<file path="config.mk">
export PLATFORM = sky130hd
export DESIGN_NAME = vdispatch_issue
export DESIGN_NICKNAME = d
export VERILOG_FILES = /design/src/rtl/vdispatch_issue_pkg.sv /design/src/rtl/vdispatch_issue_slots.sv /design/src/rtl/vdispatch_issue.sv
export SDC_FILE = /design/constraint.sdc
export NUM_CORES = 1
export LEC_CHECK = 0
export CELL_PAD_IN_SITES_DETAIL_PLACEMENT = 0
export CELL_PAD_IN_SITES_GLOBAL_PLACEMENT = 2
export CORE_ASPECT_RATIO = 1.5
export CORE_MARGIN = 4
export CORE_UTILIZATION = 10
export CTS_BUF_LIST = sky130_fd_sc_hd__clkbuf_8
export DETAILED_ROUTE_END_ITERATION = 10
export GPL_TIMING_DRIVEN = 0
export HOLD_SLACK_MARGIN = 0.08
export PLACE_DENSITY = 0.95
export SLEW_MARGIN = 20
export SYNTH_ARGS = -nofsm -noshare
export SYNTH_HDL_FRONTEND = slang
export SYNTH_SLANG_ARGS = --single-unit
</file>
<file path="constraint.sdc">
create_clock -name clk -period 2.8 [get_ports clk]
set_input_delay 0.42 -clock clk [delete_from_list [all_inputs] [get_ports clk]]
set_output_delay 0.42 -clock clk [all_outputs]
set_load 0.005 [all_outputs]
</file>
<file path="src/rtl/vdispatch_issue_pkg.sv">
// Shared vector-dispatch constants used by the issue stage and the dispatcher.
// Group-count helper shared so both sides agree on how a vector length is split.
package vdispatch_issue_pkg;

  localparam int unsigned VD_NUMSTAGES  = 2;
  localparam int unsigned VD_INSTRWIDTH = 151;
  localparam int unsigned VD_ELMWIDTH   = 6;
  localparam int unsigned VD_COUNTWIDTH = 4;
  localparam int unsigned VD_NUMLANES   = 4;
  localparam int unsigned VD_VLWIDTH    = 7;
  localparam int unsigned VD_MAXVL      = 64;

  // ceil(min(vl, VD_MAXVL) / lanes)
  function automatic int unsigned vd_groups(input int unsigned vl, input int unsigned lanes);
    int unsigned vle;
    vle = (vl > VD_MAXVL) ? VD_MAXVL : vl;
    return (vle + lanes - 1) / lanes;
  endfunction

endpackage

</file>
<file path="src/rtl/vdispatch_issue_slots.sv">
// Per-slot valid/count shadow of the dispatcher: shifts toward the tail and
// counts down the tail slot's remaining lane groups.
module vdispatch_issue_slots
  import vdispatch_issue_pkg::*;
#(
  parameter int unsigned NUMSTAGES  = VD_NUMSTAGES,
  parameter int unsigned COUNTWIDTH = VD_COUNTWIDTH
) (
  input  logic                  clk,
  input  logic                  resetn,
  input  logic                  i_flush,
  input  logic                  i_shift,
  input  logic                  i_dec,
  input  logic                  i_v,
  input  logic [COUNTWIDTH-1:0] i_c,
  output logic [NUMSTAGES-1:0]  o_v,
  output logic [COUNTWIDTH-1:0] o_tail_c
);

  localparam int unsigned T = NUMSTAGES - 1;

  logic [NUMSTAGES-1:0]  r_v;
  logic [COUNTWIDTH-1:0] r_c [NUMSTAGES];

  always_ff @(posedge clk or negedge resetn) begin
    if (!resetn) begin
      r_v <= '0;
      for (int k = 0; k < int'(NUMSTAGES); k++) r_c[k] <= '0;
    end else if (i_flush) begin
      r_v <= '0;
      for (int k = 0; k < int'(NUMSTAGES); k++) r_c[k] <= '0;
    end else if (i_shift) begin
      for (int k = int'(NUMSTAGES) - 1; k > 0; k--) begin
        r_v[k] <= r_v[k-1];
        r_c[k] <= r_c[k-1];
      end
      r_v[0] <= i_v;
      r_c[0] <= i_c;
    end else if (i_dec) begin
      // Shift and decrement never coincide: decrement implies the tail is still busy.
      r_c[T] <= r_c[T] - COUNTWIDTH'(1);
    end
  end

  assign o_v      = r_v;
  assign o_tail_c = r_c[T];

endmodule

</file>
<file path="src/rtl/vdispatch_issue.sv">
// Vector dispatch issue stage: accepts decoded vector instructions and drives
// the dispatcher's shift/insert/decrement controls, retiring the tail when done.
module vdispatch_issue
  import vdispatch_issue_pkg::*;
#(
  parameter int unsigned NUMSTAGES  = VD_NUMSTAGES,
  parameter int unsigned INSTRWIDTH = VD_INSTRWIDTH,
  parameter int unsigned ELMWIDTH   = VD_ELMWIDTH,
  parameter int unsigned COUNTWIDTH = VD_COUNTWIDTH,
  parameter int unsigned NUMLANES   = VD_NUMLANES,
  parameter int unsigned VLWIDTH    = VD_VLWIDTH
) (
  input  logic                  clk,
  input  logic                  resetn,
  input  logic                  in_valid,
  output logic                  in_ready,
  input  logic [INSTRWIDTH-1:0] in_instr,
  input  logic [VLWIDTH-1:0]    in_vl,
  input  logic                  stall,
  input  logic                  flush,
  output logic                  shift,
  output logic                  rotate,
  output logic [NUMSTAGES-1:0]  increment,
  output logic [INSTRWIDTH-1:0] inshift_instr,
  output logic                  inshift_first,
  output logic [ELMWIDTH-1:0]   inshift_rdelm,
  output logic [ELMWIDTH-1:0]   inshift_wrelm,
  output logic [COUNTWIDTH-1:0] inshift_count,
  output logic                  rdelm_add_sub,
  output logic                  wrelm_add_sub,
  output logic                  count_add_sub,
  output logic [ELMWIDTH-1:0]   rdelm_valuetoadd,
  output logic [ELMWIDTH-1:0]   wrelm_valuetoadd,
  output logic [COUNTWIDTH-1:0] count_valuetoadd,
  output logic [NUMSTAGES-1:0]  slot_valid,
  output logic                  retire,
  output logic                  busy
);

  localparam int unsigned T = NUMSTAGES - 1;

  logic [31:0]           w_groups;
  logic [COUNTWIDTH-1:0] w_count;
  logic [NUMSTAGES-1:0]  w_v;
  logic [COUNTWIDTH-1:0] w_tail_c;
  logic                  w_tail_done;
  logic                  w_adv;
  logic                  w_go;
  logic                  w_accept;
  logic                  w_inc;

  assign w_groups = vd_groups(32'(in_vl), NUMLANES);
  assign w_count  = COUNTWIDTH'(w_groups - 32'd1);

  assign w_tail_done = w_v[T] & (w_tail_c == '0);
  assign w_adv       = ~w_v[T] | w_tail_done;
  assign w_go        = ~stall & ~flush;
  assign in_ready    = w_go & w_adv;
  assign w_accept    = in_valid & in_ready;
  assign shift       = w_go & w_adv & ((|w_v) | w_accept);
  assign w_inc       = w_go & w_v[T] & (w_tail_c != '0);
  assign retire      = w_go & w_tail_done;

  always_comb begin
    increment    = '0;
    increment[T] = w_inc;
  end

  assign inshift_instr    = in_instr;
  assign inshift_first    = 1'b1;
  assign inshift_rdelm    = '0;
  assign inshift_wrelm    = '0;
  assign inshift_count    = w_count;
  assign rotate           = 1'b0;
  assign rdelm_add_sub    = 1'b0;
  assign wrelm_add_sub    = 1'b0;
  assign count_add_sub    = 1'b1;
  assign rdelm_valuetoadd = ELMWIDTH'(NUMLANES);
  assign wrelm_valuetoadd = ELMWIDTH'(NUMLANES);
  assign count_valuetoadd = COUNTWIDTH'(1);

  assign slot_valid = w_v;
  assign busy       = |w_v;

  // A zero-length instruction completes the handshake but occupies no slot.
  vdispatch_issue_slots #(
    .NUMSTAGES  (NUMSTAGES),
    .COUNTWIDTH (COUNTWIDTH)
  ) u_slots (
    .clk      (clk),
    .resetn   (resetn),
    .i_flush  (flush),
    .i_shift  (shift),
    .i_dec    (w_inc),
    .i_v      (w_accept & (w_groups != 32'd0)),
    .i_c      (w_count),
    .o_v      (w_v),
    .o_tail_c (w_tail_c)
  );

endmodule

</file>
# Word-level counts from Yosys, hierarchy flattened
# Index checks and enable logic that the tools add are counted.
# word_totals
regBits	10
latchBits	0
ramBits	0
mem_bits_ro	0
in_bits	163
word_cells	35
mem_count	0
# classes
addsub	4
multipliers	0
n_div	0
n_lt_le_gt_ge	1
n_eq_ne	0
shifts	0
mux	7
bitwise	14
n_reduce_logical	6
# ops
op	count
32-bit nonzero test	1
4-bit 2-to-1 mux	3
1-bit bitwise AND	9
8-bit by 1-bit subtractor with 9-bit output (second input constant)	1
7-bit by 3-bit adder with 8-bit output (second input constant)	1
8-bit 2-to-1 mux	1
4-bit by 1-bit subtractor with 4-bit output (second input constant)	2
7-bit > comparator (second input constant)	1
7-bit 2-to-1 mux	1
4-bit logical NOT	1
2-bit 2-to-1 mux	2
4-bit nonzero test	1
1-bit NOT	3
3-bit nonzero test	1
1-bit bitwise OR	2
2-bit nonzero test	1
2-bit OR reduction	1

# Longest topological paths before layout
# Gate-level depths: netlist (run 1).
# depth
depth_word	9
mapped_depth	8
mapped_depth_nobuf	8

# Modules after synthesis
# From an unflattened synthesis (run 1), not the netlist that was laid out.
# unflattened
cells_unflattened	257
hier_area_um2	2055.7
# modules_own_cells
mod	n_inst	cells_per_inst	area_per_inst_um2	seq_area_each_um2
vdispatch_issue	1	209	1539.0	0.0
vdispatch_issue_slots	1	48	516.7	250.2

# Least setup slack after synthesis (run 1)
# No wires, ideal clock.
# synth_timing
path_kind	register to output
from	reg u_slots.r_c, in the netlist u_slots.o_tail_c[0]
to	out shift
t_arrival_ns	1.593
t_required_ns	2.380
setup_slack_ns	0.787
stages_incl_launch_ff	5
path_buffers	0
cell_sequence	dfrtp_1 > inv_1 > ha_1 > or3b_4 > a2111oi_4
# synth_between
elab_chain_len	7
# synth_lines
item	line_no	rtl
start, declared	vdispatch_issue_slots.sv:23	logic [COUNTWIDTH-1:0] r_c [NUMSTAGES];
start signal, assigned by index	vdispatch_issue_slots.sv:35	r_c[k] <= r_c[k-1];
start signal, assigned by index	vdispatch_issue_slots.sv:41	r_c[T] <= r_c[T] - COUNTWIDTH'(1);
4-bit logical NOT (*)	vdispatch_issue.sv:55	assign w_tail_done = w_v[T] & (w_tail_c == '0);
1-bit bitwise AND (*)	vdispatch_issue.sv:55	
1-bit bitwise OR (*)	vdispatch_issue.sv:56	assign w_adv = ~w_v[T] | w_tail_done;
1-bit bitwise AND (*)	vdispatch_issue.sv:58, vdispatch_issue.sv:60	
1-bit bitwise AND	vdispatch_issue.sv:59	assign w_accept = in_valid & in_ready;
1-bit bitwise OR	vdispatch_issue.sv:60	assign shift = w_go & w_adv & ((|w_v) | w_accept);
1-bit bitwise AND (*)	vdispatch_issue.sv:60	
end, declared	vdispatch_issue.sv:21	output logic shift,
# Mark *: on every way between the ends. The rest lies on a longest branch, timed or not.

# Final worst setup path (run 1)
# layout_timing
from	in in_vl[4]
to	out inshift_count[3]
# layout_between
elab_chain_len	5
# layout_lines
item	line_no	rtl
start, declared	vdispatch_issue.sv:18	input logic [VLWIDTH-1:0] in_vl,
7-bit > comparator	vdispatch_issue_pkg.sv:16	vle = (vl > VD_MAXVL) ? VD_MAXVL : vl;
7-bit 2-to-1 mux (*)	vdispatch_issue_pkg.sv:16	
7-bit by 3-bit adder with 8-bit output (*)	vdispatch_issue_pkg.sv:17	return (vle + lanes - 1) / lanes;
8-bit by 1-bit subtractor with 9-bit output (*)	vdispatch_issue_pkg.sv:17	
4-bit by 1-bit subtractor with 4-bit output (*)	vdispatch_issue.sv:53	assign w_count = COUNTWIDTH'(w_groups - 32'd1);
end, declared	vdispatch_issue.sv:28	output logic [COUNTWIDTH-1:0] inshift_count,
# Marks and branches as above.

==> results of run 1 <==
## final cells by class
cell class,instances,share of cell area
clock buffers,4,0.0125
diodes,1,0.000570
repair buffers,173,0.394
well taps,268,0.0763
plain buffers,189,0.321
inverters,6,0.00513
flip-flops and latches,10,0.0570
multi-input cells,93,0.134
## per-layer routing
layer	share of wire	vias to the layer above	GRT usage
met4	0.015	0	0.0273
li1	-	1048	-
met3	0.17	6	0.0326
met2	0.59	276	0.157
met1	0.23	941	0.0453
met5	0	-	0
## stage by stage
step	TNS, ns	cell area [um^2]	hold slack, ns	std cells	worst slack (ns)
after floorplan	0	2240	0.124	298	0.787
after global placement	-0.813	4300	0.509	738	-0.452
after detailed placement	-0.820	4300	0.514	738	-0.440
after CTS	0	4380	0.528	743	0.00105
after global routing	0	4390	0.535	744	0.00183
final	0	4390	0.519	744	0.111
## worst register-to-register path, cell delays in order, from the launching register on
cell and delay [ns]:
dfrtp_1 0.41, inv_1 0.09, ha_1 0.23, or3b_4 0.46
a2111oi_4 0.33, buf_4 0.23, nor3b_1 0.06, a21o_2 0.19
## registers in the layout (all words and copies together), names as in the netlist
| register | flops |
|---|---|
| u_slots.r_c | 4 |
| u_slots.o_v | 2 |
| u_slots.o_tail_c | 4 |
## path summary, 6_finish.rpt
check | slack (ns) | start | endpoint
setup / recovery | 0.11 | in_vl[4] | inshift_count[3]
hold / removal | 0.52 | resetn | u_slots.o_v[1]$_DFFE_PN0P_
max in group asynchronous | 1.95 | resetn | u_slots.o_tail_c[0]$_DFFE_PN0P_
min in group clk | 0.52 | u_slots.r_c[5]$_DFFE_PN0P_ | u_slots.r_c[5]$_DFFE_PN0P_
hold reg to reg | 0.52 | u_slots.r_c[5]$_DFFE_PN0P_ | u_slots.r_c[5]$_DFFE_PN0P_
setup reg to reg | 0.69 | u_slots.o_tail_c[0]$_DFFE_PN0P_ | u_slots.r_c[6]$_DFFE_PN0P_
## logic make-up (layout without fill, tap and decap cells)
kind of cell | count (synthesis) | count (layout) | share of synthesized area
multiplexers | 5 | 5 | 0.0242
AND/OR/NAND/NOR | 33 | 33 | 0.0915
adder cells (fa/ha/maj) | 2 | 2 | 0.0118
buffers and inverters | 195 | 372 | 0.675
XOR/XNOR | 2 | 2 | 0.00827
flip-flops | 10 | 10 | 0.118
other | 2 | 35 | 0.00354
AO/OA/AOI/OAI | 17 | 17 | 0.0673
## power breakdown
group / internal, uW / switching (uW) / total [uW]
Combinational: 408 / 174 / 582
Clock: 124 / 56.0 / 180
Sequential: 154 / 7.30 / 161
Total: 686 / 237 / 923
## cells in the final DEF, fill, tap and decap left out, types with 2 or more instances in the layout
cell,count
clkbuf_8,4
ha_1,2
or3b_4,2
o2bb2ai_1,2
or2_2,2
clkdlybuf4s50_1,167
nor3b_1,3
nor4_1,2
nor2_1,4
dlygate4sd2_1,3
inv_1,6
conb_1,34
o21ai_0,4
nand2_1,3
or3_1,2
nor2b_1,2
buf_4,187
dlymetal6s2s_1,2
mux2i_1,4
nor3_1,5
a21o_2,2
dfrtp_1,10
nand2b_1,3
clkbuf_1,2
## timing repair
action,in CTS,in global routing
hold buffers,0,0
cloned,0,0
resized for setup,7,4
pin swaps,2,1
buffers inserted,1,0
endpoints found under the setup margin,5,3
==> impl_metrics.env, run 1 <==
export IMPL_rsz0062_at_grt="no"
export IMPL_p_per_area_nw_per_um2=210
export IMPL_gp_congestion=0.732
export IMPL_dp_hpwl_mm=8.61
export IMPL_synthTopCellsByCount="buf_4, dfrtp_1, inv_1, nor3_1"
export IMPL_finalHoldViolations=0
export IMPL_worstSetupPathType="in2out"
export IMPL_clock_fmax_ghz=0.372
export IMPL_fin_crit_ns=2.69
export IMPL_ys_types=37
export IMPL_grt_max_degree=11
export IMPL_die_x_um=127
export IMPL_ios=359
export IMPL_post_drt_via_cell_ratio=3.05
export IMPL_path_delay_family="simple AND/OR/NAND/NOR gates"
export IMPL_initial_utilization=0.101
export IMPL_wire_per_inst_um=12.3
export IMPL_netlist_area_um2=2120
export IMPL_syn_inst=266
export IMPL_htreeDepth=1
export IMPL_async_flop_share=1.00
export IMPL_fp_dieArea_um2=23600
export IMPL_ys_seq_area_frac=0.118
export IMPL_cts_tree="yes"
export IMPL_clockRootBuffer="clkbuf_8"
export IMPL_cts_sinks=10
export IMPL_path_depth=5
export IMPL_p_leak_uw=0.00208
export IMPL_multi_input_area_um2=588
export IMPL_cts_made_buffers=3
export IMPL_clk_path_buf_depth=2
export IMPL_rows=65
export IMPL_drc_errors=0
export IMPL_grt_overflow_total=0
export IMPL_ys_seq_elements=10
export IMPL_drt_iter0_drc=14
export IMPL_synth_edf_count=0
export IMPL_antenna_found_initial=1
export IMPL_path_buf_inv=2
export IMPL_status="complete, no violations"
export IMPL_postSynthAreaPerCell_um2=7.97
export IMPL_clkSlewWorstSetupHoldPaths_ns=0.05
export IMPL_synth_top_cell_area_share=0.659
export IMPL_cpPeakStageDelay_ns=0.55
export IMPL_yosysTopAreaCell="buf_4"
export IMPL_min_path_type="in2async"
export IMPL_cp_max_fo=4
export IMPL_slew_headroom=0.573
export IMPL_worstSkewPairLatency_ns=0.23
export IMPL_grt_first_pass_wirelength_mm=12.7
export IMPL_core_area_um2=21000
export IMPL_detail_route_first_pass_iterations=4
export IMPL_drv_slew=0
export IMPL_synth_area_leaders="buf_4, dfrtp_1, mux2i_1"
export IMPL_grt_pass1_vias=2452
export IMPL_seq_area_um2=250
export IMPL_required_ns=2.38
export IMPL_drive_gt1_frac=0.429
export IMPL_worstSetupEndpointType="output pin"
export IMPL_fill_cells=2307
export IMPL_final_util=0.209
export IMPL_worst_slew_pin_transition_ns=0.636
export IMPL_yosysMostFrequentCell="buf_4"
export IMPL_grt_total_usage=0.0710
export IMPL_synth_flop_cell="dfrtp_1"
export IMPL_route_vias_total=2271
export IMPL_path_cells="clkdlybuf4s50_1, or4_1, o21ai_0, or3b_4, dlygate4sd2_1"
export IMPL_power_uw=923
export IMPL_worstRegToRegCells=7
export IMPL_yosysWarnings=0
export IMPL_skew_ns=0.000739
export IMPL_drt_wl_total_mm=9.13
export IMPL_max_vdd_ir_drop_mv=0.0841
export IMPL_arrival_ns=2.27
export IMPL_nNetsFinal=641
export IMPL_ant_nets=0
export IMPL_period_share=0.960
export IMPL_syn2layout_area_growth_pct=107
export IMPL_portBuffers=172
export IMPL_startpoint_type="primary input"
export IMPL_die_h_um=186
export IMPL_maxCapViolCount=0
export IMPL_slowest_stage="or4_1"
export IMPL_setup_viol=0
Note: power is estimated with default switching activity, not from simulation.
==> inputs of run 2 (changes only) <==
--- a/config.mk
+++ b/config.mk
@@ -10,7 +10,6 @@
 export CORE_ASPECT_RATIO = 1.5
 export CORE_MARGIN = 4
 export CORE_UTILIZATION = 10
-export CTS_BUF_LIST = sky130_fd_sc_hd__clkbuf_8
 export DETAILED_ROUTE_END_ITERATION = 10
 export GPL_TIMING_DRIVEN = 0
 export HOLD_SLACK_MARGIN = 0.08
==> run 2 against run 1 <==
Against the previous run: clock-buffer cell count unchanged; cell count down 0.13%; setup slack is the same; global-route usage is essentially flat; clock power is 56% higher; clock skew increased by 0.0016 ns; maximum frequency unchanged; cell area is 0.71% higher; utilization rose by 0.15 points; critical path type unchanged; largest power group unchanged; highest routed layer unchanged.
==> impl_metrics.env, run 2 (synthesis results as in run 1) <==
export IMPL_ant_nets=0
export IMPL_finalHoldViolations=0
export IMPL_drt_iter0_drc=17
export IMPL_maxCapViolCount=0
export IMPL_timing_critical_path_from="in_vl[4]"
export IMPL_drv_slew=0
export IMPL_worst_slew_pin_transition_ns=0.637
export IMPL_route_vias_total=2269
export IMPL_cts_sinks=10
export IMPL_cp_max_fo=4
export IMPL_htreeDepth=1
export IMPL_path_delay_family="simple AND/OR/NAND/NOR gates"
export IMPL_setup_viol=0
export IMPL_power_frac_clock=0.274
export IMPL_initial_utilization=0.101
export IMPL_detail_route_first_pass_iterations=4
export IMPL_gp_congestion=0.732
export IMPL_drive_gt1_frac=0.429
export IMPL_clockRootBuffer="clkbuf_16"
export IMPL_layout_commonest_cell="buf_4"
export IMPL_dpl_cell_area_um2=4300
export IMPL_path_cells="clkdlybuf4s50_1, or4_1, o21ai_0, or3b_4, dlygate4sd2_1"
export IMPL_worstSetupPathType="in2out"
export IMPL_worstSkewPairLatency_ns=0.24
export IMPL_rows=65
export IMPL_portBuffers=172
export IMPL_worstSetupEndpointType="output pin"
export IMPL_die_x_um=127
export IMPL_grt_total_usage=0.0711
export IMPL_dp_hpwl_mm=8.61
export IMPL_grt_max_degree=11
export IMPL_grt_first_pass_wirelength_mm=12.7
export IMPL_nNetsFinal=641
export IMPL_arrival_ns=2.27
export IMPL_drt_wl_total_mm=9.11
export IMPL_startpoint_type="primary input"
export IMPL_ios=359
export IMPL_slowest_stage="or4_1"
export IMPL_status="complete, no violations"
export IMPL_layout_common_cells="buf_4, clkdlybuf4s50_1, conb_1, dfrtp_1, inv_1"
export IMPL_clkSlewWorstSetupHoldPaths_ns=0.04
export IMPL_skew_ns=0.00235
export IMPL_fp_dieArea_um2=23600
export IMPL_path_buf_inv=2
export IMPL_grt_overflow_total=0
export IMPL_power_uw=1020
export IMPL_core_area_um2=21000
export IMPL_final_area_um2=4420
export IMPL_r2r_start="u_slots.o_tail_c[0]$_DFFE_PN0P_"
export IMPL_clk_path_buf_depth=2
export IMPL_hold_buffers=0
export IMPL_combPwrFrac=0.568
export IMPL_cts_made_buffers=3
export IMPL_period_share=0.960
export IMPL_die_h_um=186
export IMPL_wire_per_inst_um=12.3
export IMPL_post_drt_via_cell_ratio=3.05
export IMPL_num_antenna_cells=0
export IMPL_p_per_area_nw_per_um2=231
export IMPL_antenna_found_initial=0
export IMPL_drc_errors=0
export IMPL_required_ns=2.38
export IMPL_fill_cells=2302
export IMPL_p_leak_uw=0.00209
export IMPL_internal_power_uw=777
export IMPL_cpPeakStageDelay_ns=0.55
export IMPL_slew_headroom=0.572
export IMPL_clock_fmax_ghz=0.372
export IMPL_p_sw_frac=0.241
export IMPL_min_path_type="in2async"
export IMPL_cts_tree="yes"
export IMPL_power_net_switching_uw=247
export IMPL_fin_crit_ns=2.69
export IMPL_grt_pass1_vias=2464
export IMPL_max_vdd_ir_drop_mv=0.126
export IMPL_pwr_share_seq=0.158
export IMPL_rsz0062_at_grt="no"
export IMPL_syn2layout_area_growth_pct=109
-- run 2: cell types whose count changed in the layout (fill, tap and decap cells not counted), sizes merged --
cell	delta
diode	-1
-- run 2: worst paths after layout --
check,endpoint,slack (ns),depth (start not counted)
max in group asynchronous,u_slots.r_c[6]$_DFFE_PN0P_,1.94,1
min in group clk,u_slots.r_c[5]$_DFFE_PN0P_,0.52,2
worst min-delay path,u_slots.o_tail_c[3]$_DFFE_PN0P_,0.52,1
worst min register to register,u_slots.r_c[5]$_DFFE_PN0P_,0.52,2
worst max-delay path,inshift_count[3],0.11,5
worst max register to register,u_slots.r_c[6]$_DFFE_PN0P_,0.72,7
-- run 2: final cells by class --
| cell class | instances | area [um^2] | share of cell area |
|---|---|---|---|
| Multi-Input combinational cell | 93 | 588 | 0.133 |
| Clock buffer | 4 | 88.8 | 0.0201 |
| Tap cell | 268 | 335 | 0.0758 |
| Timing Repair Buffer | 173 | 1730 | 0.391 |
| Buffer | 189 | 1410 | 0.318 |
| Sequential cell | 10 | 250 | 0.0566 |
| Inverter | 6 | 22.5 | 0.00509 |
-- run 2: per-stage QoR --
stage          hold slack [ns]  setup WS [ns]  TNS, ns  std cells  utilization
3_5_place_dp             0.514         -0.440   -0.820        738        0.205
3_3_place_gp             0.509         -0.452   -0.813        738        0.205
5_1_grt                  0.533        0.00183        0        743        0.211
4_1_cts                  0.525        0.00200        0        743        0.210
2_1_floorplan            0.124          0.787        0        298            -
6_report                 0.523          0.111        0        743        0.211
-- run 2: power groups by stage --
stage	sequential, uW	clock [uW]	combinational, uW
global placement	163	0	583
floorplan	161	0	279
global route	162	295	629
CTS	161	291	589
detailed placement	163	0	585
finish	162	281	582
-- run 2: routing by layer --
layer,vias to the layer above,part of all wire,GRT usage
li1,1047,-,-
met1,944,0.22,0.0449
met2,276,0.59,0.157
met3,2,0.18,0.0326
met4,0,0.013,0.0297
met5,-,0,0
-- run 2: timing repair --
action	in CTS	in global routing
gates resized for setup	7	4
buffers inserted	1	0
pin swaps	2	1
setup endpoints to repair	5	2
